`src/rtl/imm_instr_encoder_if.sv`:
```
// Request/response bundle for the immediate instruction encoder.
// The loader (master) issues requests and consumes encoded words.
interface imm_instr_encoder_if #(
   parameter int ADDR_W = 10
);
   logic              in_valid;
   logic              in_ready;
   logic [2:0]        immsrc;
   logic [6:0]        opcode;
   logic [4:0]        rd;
   logic [4:0]        rs1;
   logic [4:0]        rs2;
   logic [2:0]        funct3;
   logic [31:0]       imm;
   logic              out_valid;
   logic              out_ready;
   logic [31:0]       instr_out;
   logic              err;
   logic [ADDR_W-1:0] wr_addr;

   modport master (
      output in_valid, immsrc, opcode, rd, rs1, rs2,
      output funct3, imm, out_ready,
      input  in_ready, out_valid, instr_out, err, wr_addr
   );

   modport slave (
      input  in_valid, immsrc, opcode, rd, rs1, rs2,
      input  funct3, imm, out_ready,
      output in_ready, out_valid, instr_out, err, wr_addr
   );
endinterface

```
`src/rtl/imm_instr_encoder.sv`:
```
// Packs opcode/regs/funct3/immediate into a RISC-V word via immsrc.
// Two-stage pipeline: S1 holds request + legality, S2 holds the word.
module imm_instr_encoder #(
   parameter int              ADDR_W    = 10,
   parameter logic [ADDR_W-1:0] BASE_ADDR = '0
) (
   input logic                clk,
   input logic                rst_n,
   imm_instr_encoder_if.slave bus
);

   localparam logic [31:0] NOP = 32'h0000_0013;

   typedef struct packed {
      logic [2:0]  immsrc;
      logic [6:0]  opcode;
      logic [4:0]  rd;
      logic [4:0]  rs1;
      logic [4:0]  rs2;
      logic [2:0]  funct3;
      logic [31:0] imm;
      logic        ok;
   } s1_t;

   s1_t               s1_q, s1_d;
   logic              s1_valid_q, s1_valid_d;
   logic              out_valid_q, out_valid_d;
   logic [31:0]       instr_q, instr_d;
   logic              err_q, err_d;
   logic [ADDR_W-1:0] wr_addr_q, wr_addr_d;

   logic        s2_adv;
   logic        in_ok;
   logic        fits12, fits13, fits21;
   logic [31:0] ii, im, enc;

   assign s2_adv      = !out_valid_q || bus.out_ready;
   assign bus.in_ready = !s1_valid_q || s2_adv;

   // Signed range == upper bits all copies of the sign bit.
   assign ii     = bus.imm;
   assign fits12 = (&ii[31:11]) | ~(|ii[31:11]);
   assign fits13 = (&ii[31:12]) | ~(|ii[31:12]);
   assign fits21 = (&ii[31:20]) | ~(|ii[31:20]);

   always_comb begin
      in_ok = 1'b0;
      unique case (bus.immsrc)
         3'b000,
         3'b001:  in_ok = fits12;
         3'b010:  in_ok = fits13 & ~ii[0];
         3'b011:  in_ok = fits21 & ~ii[0];
         3'b100:  in_ok = ~(|ii[11:0]);
         default: in_ok = 1'b0;
      endcase
   end

   assign im = s1_q.imm;

   always_comb begin
      enc = NOP;
      unique case (s1_q.immsrc)
         3'b000: enc = {im[11:0], s1_q.rs1, s1_q.funct3,
                        s1_q.rd, s1_q.opcode};
         3'b001: enc = {im[11:5], s1_q.rs2, s1_q.rs1,
                        s1_q.funct3, im[4:0], s1_q.opcode};
         3'b010: enc = {im[12], im[10:5], s1_q.rs2, s1_q.rs1,
                        s1_q.funct3, im[4:1], im[11],
                        s1_q.opcode};
         3'b011: enc = {im[20], im[10:1], im[11], im[19:12],
                        s1_q.rd, s1_q.opcode};
         3'b100: enc = {im[31:12], s1_q.rd, s1_q.opcode};
         default: enc = NOP;
      endcase
   end

   always_comb begin
      s1_valid_d  = s1_valid_q;
      s1_d        = s1_q;
      out_valid_d = out_valid_q;
      instr_d     = instr_q;
      err_d       = err_q;
      wr_addr_d   = wr_addr_q;
      if (bus.in_ready) begin
         s1_valid_d = bus.in_valid;
         if (bus.in_valid) begin
            s1_d.immsrc = bus.immsrc;
            s1_d.opcode = bus.opcode;
            s1_d.rd     = bus.rd;
            s1_d.rs1    = bus.rs1;
            s1_d.rs2    = bus.rs2;
            s1_d.funct3 = bus.funct3;
            s1_d.imm    = bus.imm;
            s1_d.ok     = in_ok;
         end
      end
      if (s2_adv) begin
         out_valid_d = s1_valid_q;
         if (s1_valid_q) begin
            instr_d = s1_q.ok ? enc : NOP;
            err_d   = !s1_q.ok;
         end
      end
      if (out_valid_q && bus.out_ready)
         wr_addr_d = wr_addr_q + 1'b1;
   end

   always_ff @(posedge clk or negedge rst_n) begin
      if (!rst_n) begin
         s1_q        <= '0;
         s1_valid_q  <= 1'b0;
         out_valid_q <= 1'b0;
         instr_q     <= '0;
         err_q       <= 1'b0;
         wr_addr_q   <= BASE_ADDR;
      end else begin
         s1_q        <= s1_d;
         s1_valid_q  <= s1_valid_d;
         out_valid_q <= out_valid_d;
         instr_q     <= instr_d;
         err_q       <= err_d;
         wr_addr_q   <= wr_addr_d;
      end
   end

   assign bus.out_valid = out_valid_q;
   assign bus.instr_out = instr_q;
   assign bus.err       = err_q;
   assign bus.wr_addr   = wr_addr_q;

endmodule

```
`src/flat_wrapper.sv`:
```
// flat-port wrapper written by rule: the top's interface ports become plain ports
module imm_instr_encoder_flat 
#(
   parameter int              ADDR_W    = 10,
   parameter logic [ADDR_W-1:0] BASE_ADDR = '0
)
  (clk, rst_n, bus_in_valid, bus_immsrc, bus_opcode, bus_rd, bus_rs1, bus_rs2, bus_funct3, bus_imm, bus_out_ready, bus_in_ready, bus_out_valid, bus_instr_out, bus_err, bus_wr_addr);
  imm_instr_encoder_if #(.ADDR_W(ADDR_W)) bus_i ();
  input logic clk;
  input logic rst_n;
  input wire logic [$bits(bus_i.in_valid)-1:0] bus_in_valid;
  input wire logic [$bits(bus_i.immsrc)-1:0] bus_immsrc;
  input wire logic [$bits(bus_i.opcode)-1:0] bus_opcode;
  input wire logic [$bits(bus_i.rd)-1:0] bus_rd;
  input wire logic [$bits(bus_i.rs1)-1:0] bus_rs1;
  input wire logic [$bits(bus_i.rs2)-1:0] bus_rs2;
  input wire logic [$bits(bus_i.funct3)-1:0] bus_funct3;
  input wire logic [$bits(bus_i.imm)-1:0] bus_imm;
  input wire logic [$bits(bus_i.out_ready)-1:0] bus_out_ready;
  output wire logic [$bits(bus_i.in_ready)-1:0] bus_in_ready;
  output wire logic [$bits(bus_i.out_valid)-1:0] bus_out_valid;
  output wire logic [$bits(bus_i.instr_out)-1:0] bus_instr_out;
  output wire logic [$bits(bus_i.err)-1:0] bus_err;
  output wire logic [$bits(bus_i.wr_addr)-1:0] bus_wr_addr;
  assign bus_i.in_valid = bus_in_valid;
  assign bus_i.immsrc = bus_immsrc;
  assign bus_i.opcode = bus_opcode;
  assign bus_i.rd = bus_rd;
  assign bus_i.rs1 = bus_rs1;
  assign bus_i.rs2 = bus_rs2;
  assign bus_i.funct3 = bus_funct3;
  assign bus_i.imm = bus_imm;
  assign bus_i.out_ready = bus_out_ready;
  assign bus_in_ready = bus_i.in_ready;
  assign bus_out_valid = bus_i.out_valid;
  assign bus_instr_out = bus_i.instr_out;
  assign bus_err = bus_i.err;
  assign bus_wr_addr = bus_i.wr_addr;
  imm_instr_encoder #(.ADDR_W(ADDR_W), .BASE_ADDR(BASE_ADDR)) u_core (.clk(clk), .rst_n(rst_n), .bus(bus_i));
endmodule
```
`config.mk`:
```
export PLATFORM = sky130hd
export DESIGN_NAME = imm_instr_encoder_flat
export DESIGN_NICKNAME = d
export VERILOG_FILES = /design/src/rtl/imm_instr_encoder_if.sv /design/src/rtl/imm_instr_encoder.sv /design/src/flat_wrapper.sv
export SDC_FILE = /design/constraint.sdc
export NUM_CORES = 1
export LEC_CHECK = 0
export CAP_MARGIN = 10
export CORE_UTILIZATION = 50
export DETAILED_ROUTE_END_ITERATION = 8
export GPL_ROUTABILITY_DRIVEN = 0
export PLACE_DENSITY_LB_ADDON = 0.3
export SETUP_SLACK_MARGIN = 0.3
export SYNTH_ARGS = -nofsm -noshare
export SYNTH_HDL_FRONTEND = slang
export SYNTH_SLANG_ARGS = --single-unit
```
`constraint.sdc`:
```
create_clock -name clk -period 4.4 [get_ports clk]
set_input_delay 0.88 -clock clk [delete_from_list [all_inputs] [get_ports clk]]
set_output_delay 0.88 -clock clk [all_outputs]
set_load 0.05 [all_outputs]
```
# Word-level counts from Yosys, hierarchy flattened

Cells that the tools add are included.
Widths: inputs -> output; s select.

Add/sub/neg operators: 1
Eq/ne operators: 8
Multiplexer cells: 3
Bitwise operators: 10
Reduce and logical (&&, ||, !) cells: 18

Operators by type and width:

| cell                  | number |
|---|---|
| $pmux 32 s5           | 1 |
| $mux 32               | 1 |
| $reduce_or 12->1      | 2 |
| $reduce_and 21->1     | 1 |
| $reduce_or 21->1      | 1 |
| $reduce_and 20->1     | 1 |
| $reduce_or 20->1      | 1 |
| $eq 3x2->1 const B    | 4 |
| $reduce_and 12->1     | 1 |
| $add 10x1->10 const B | 1 |
| $eq 3x1->1 const B    | 2 |
| $eq 3x3->1 const B    | 2 |
| $logic_not 3->1       | 2 |
| $not 1->1             | 5 |
| $pmux 1 s4            | 1 |
| $reduce_and 2->1      | 2 |
| $logic_not 1->1       | 3 |
| $or 1x1->1            | 3 |
| $and 1x1->1           | 2 |
| $logic_or 1x1->1      | 2 |
| $reduce_or 2->1       | 1 |
| $logic_and 1x1->1     | 1 |

Flip-flop bits (word level): 106
Input bits: 64
Output and inout port bits: 45
Logic and storage cells: 53

# Longest topological paths before layout

Depth in word-level cells: 5
Gate-level depth with buffers: 7
Gate-level depth less buffers: 5

# Worst setup path before layout

Ideal clock, no wire load.

Kind: input to register
From: input bus_out_ready
To: register u_core.s1_q, in the netlist u_core.im[15]
Library setup time: 0.125 ns
Arrival: 2.351 ns
Data required time: 4.275 ns
Slack: 1.924 ns
Stages: 4
Path buffers: 1
Path through: nand3b_1 -> nand2_1 -> buf_2 -> mux2_2

Word-level cells in the longest chain between the ends: 3

RTL lines:

| item                       | RTL line                 | source |
|---|---|---|
| start, declared            | flat_wrapper.sv:19       | `input wire logic [$bits(bus_i.out_ready)-1:0] bus_out_ready;` |
| $logic_or 1x1->1           | imm_instr_encoder.sv:37  | `assign s2_adv = !out_valid_q \|\| bus.out_ready;` |
| $logic_or 1x1->1           | imm_instr_encoder.sv:38  | `assign bus.in_ready = !s1_valid_q \|\| s2_adv;` |
| $reduce_and 2->1 (no line) | n/a                      |  |
| end signal, assigned       | imm_instr_encoder.sv:110 | `s1_q <= '0;` |
| end signal, assigned       | imm_instr_encoder.sv:117 | `s1_q <= s1_d;` |
| end, declared              | imm_instr_encoder.sv:25  | `s1_t s1_q, s1_d;` |

No other way between the ends.
A chain may end at the register's enable or synchronous reset.

# Worst setup path in the final report

From: input bus_out_ready
To: output bus_in_ready

Word-level cells in the longest chain between the ends: 2

RTL lines:

| item             | RTL line                | source |
|---|---|---|
| $logic_or 1x1->1 | imm_instr_encoder.sv:37 |  |
| $logic_or 1x1->1 | imm_instr_encoder.sv:38 |  |
| end, declared    | flat_wrapper.sv:20      | `output wire logic [$bits(bus_i.in_ready)-1:0] bus_in_ready;` |

No other way between the ends.

==> impl_metrics.ini <==
[outcome]
status = finished clean

[cts]
clkSlewWorstSetupHoldPaths_ns = 0.10
clkSinkCount = 106
post_cts_buffers = 0
ctsHtreeMaxLevel = 3
holdBufCountCts = 0
cts_resized = 0
cts.root.buffer_cell = clkbuf_8
cts_buffers = 9
clock_path_buffers = 2
cts_tree = built
clk_latency_ns = 0.37

[die]
io_pins = 109
start_util_pct = 51.75
die_h_um = 100.0
die_w_um = 100.0
die_area_um2 = 10010
row_count = 35
core_um2 = 9284

[placement]
place_area_um2 = 5977
port_buffers = 108
dp_hpwl_um = 8033

[drt]
routedWlPerCell_um = 16.99
wl_um = 10940
first_pass_iters = 4
drt-vias-per-instance = 5.601
vias = 3607
drtIter0Drc = 171
drc = 0
ant_nets = 0

[global_route]
first_global_vias = 3534
use_met3_pct = 5.223
grt_max_degree = 65
use_met2_pct = 36.02
grt_pass1_wl_um = 17710
grt_use_met1_pct = 32.34
antenna_found_initial = 0
busiest_layer = met2
overflow = 0
track_usage_pct = 23.11

[yosys]
syn_area_um2 = 4805
synth_nets = 475
yosysWarnings = 0
syn_inst = 410
synth_seq_cells = 106
yosys.area.top_type_share_pct = 55.21
ys_types = 36
ys_seq_area_share_pct = 55.21
postSynthAreaPerCell_um2 = 11.72
synth_area_leaders = dfrtp_1 55%, mux2_2 15%, a21oi_1 4.3%, nor2b_1 3.3%, nand2_1 2.2%
synth_top_area_cell = dfrtp_1

[critical_path]
crit_top_cell = clkdlybuf4s50_1
crit_required_ns = 3.52
worst_setup_path_end_kind = output pin
crit_type = input port to output pin
reg2reg_to = u_core.bus.instr_out[15]$_DFFE_PN0P_
r2r_setup_slack_ns = 2.15
critPathLaunchType = input port
slowest_delay_ns = 0.84
arrival_ns = 2.41
critPathMaxFanout = 4
cp_cell_sequence = clkdlybuf4s50_1, nand3b_1, clkdlybuf4s50_1
rr_worst_depth = 4
cp_slowest_cell = clkdlybuf4s50_1
r2r_start = u_core.s1_q[58]$_DFFE_PN0P_

[cells_and_area]
syn2layout_area_growth_pct = 28.28
layout-drive-gt1-share_pct = 17.48
antennaDiodeCount = 0
final_area_um2 = 6163
layout.nets = 575
utilization_pct = 66.39

[worst_hold_path]
hold_class = register to register
hold_end = u_core.bus.instr_out[11]$_DFFE_PN0P_
hp-start = u_core.bus.instr_out[11]$_DFFE_PN0P_
min_path_cells = 2

[sta]
drv_slew = 0
rsz0062_at_grt = false
hold_violations = 0
fin_skew_ns = 0.01230
setup-tns-final_ns = 0
worst_pin_slew_ns = 1.059
finalSetupViolations = 0
fin_crit_ns = 3.292
fmax_mhz = 303.8
period_share_pct = 74.81
maxSlewHeadroom_pct = 29.38

[power_and_ir_drop]
powerDensity_nw_per_um2 = 434.5
worst_ir_drop_vdd_v = 0.0002586
p_leak_nw = 2.494

[run]
max_cap_viol_count = 0
how the worst max path moves through the flow:
stage	end	start	slack, ns
finish	bus_in_ready	bus_out_ready	1.11
global route	bus_in_ready	bus_out_ready	1.08
CTS	bus_in_ready	bus_out_ready	1.11
detailed placement	bus_in_ready	bus_out_ready	1.10
global placement	bus_in_ready	bus_out_ready	1.17
floorplan	u_core.im[15]$_DFFE_PN0P_	bus_out_ready	1.92
layout by cell type, fill, tap and decap left out, types with 2 or more instances in the layout:
cell and count:
mux2i_1 10, xnor2_1 6, xor2_1 3, clkdlybuf4s50_1 107, nor2b_1 25, o21ai_0 19, a22o_1 12, nand3b_1 2
mux2_2 62, buf_4 6, nor2_1 11, dfrtp_1 106, a211oi_1 6, nand4_1 10, o22a_1 3, nand2_1 27
clkinv_4 2, a21oi_1 41, nand3_1 4, clkbuf_8 10, inv_6 3, o22ai_1 8, and2_1 3, nand2b_1 5
nor4_1 9
logic make-up after synthesis:
kind of cell	after synthesis	share of synthesized area (%)
flops	106	55.21
simple gates	102	11.30
compound gates	94	12.32
mux	72	16.61
buf+inv	25	2.318
xor+xnor	10	1.979
fa+ha+maj	1	0.2604
stage by stage:
| step | hold WS (ns) | setup WS (ns) | power (mW) | cells |
|---|---|---|---|---|
| floorplan | 0.4544 | 1.924 | 1.806 | 410 |
| global placement | 0.4542 | 1.168 | 2.096 | 628 |
| detailed placement | 0.4695 | 1.100 | 2.125 | 628 |
| CTS | 0.4902 | 1.107 | 2.695 | 644 |
| global route | 0.5073 | 1.076 | 2.811 | 644 |
| finish | 0.4871 | 1.108 | 2.678 | 644 |
flip-flops by register name, summed over array words and instances, names as in the netlist:
signal	flops
u_core.im	32
u_core.s1_valid_q	1
u_core.bus.out_valid	1
u_core.bus.err	1
u_core.bus.instr_out	32
u_core.bus.wr_addr	10
u_core.s1_q	29
cell type report:
type | count | area [µm²]
fillers | 745 | 3120
flip-flops and latches | 106 | 2653
multi-input cells | 279 | 2043
repair buffers | 113 | 1116
well taps | 129 | 161.4
clock buffers | 10 | 137.6
clock inverters | 6 | 48.80
inverters | 1 | 3.754
report_power, final:
part / internal [mW] / switching, mW / leakage, nW
registers: 1.12 / 0.142 / 1.29
logic: 0.360 / 0.485 / 1.10
clock network: 0.229 / 0.341 / 0.0976
synth_stat cells (all sizes together):
| master | n |
|---|---|
| a2111oi | 1 |
| o22ai | 8 |
| xnor2 | 6 |
| ha | 1 |
| buf | 15 |
| o21ai | 21 |
| mux2i | 10 |
| o221ai | 1 |
| mux2 | 62 |
| nand3 | 4 |
| or3 | 1 |
| clkbuf | 9 |
| xor2 | 4 |
| and2 | 4 |
| nor4 | 9 |
| and3 | 1 |
| nand2b | 5 |
| nand4 | 10 |
| nor3b | 1 |
| a211oi | 6 |
| nor3 | 1 |
| nor2b | 25 |
| a22o | 12 |
| o22a | 3 |
| a21oi | 41 |
| nand2 | 28 |
| inv | 1 |
| o311ai | 1 |
| dfrtp | 106 |
| nor2 | 11 |
| nand3b | 2 |
worst max-delay path, delay by kind of cell:
kind	cells	cell delay, ns
and+or+nand+nor	1	0.21
buffers and inverters	2	1.32
per-layer routing:
metal	part of all wire, %	up-vias
met5	0	-
met4	1.2	0
met3	5.9	11
met2	48	115
met1	45	1797
li1	-	1684
Power figures use the tool's default switching activity.
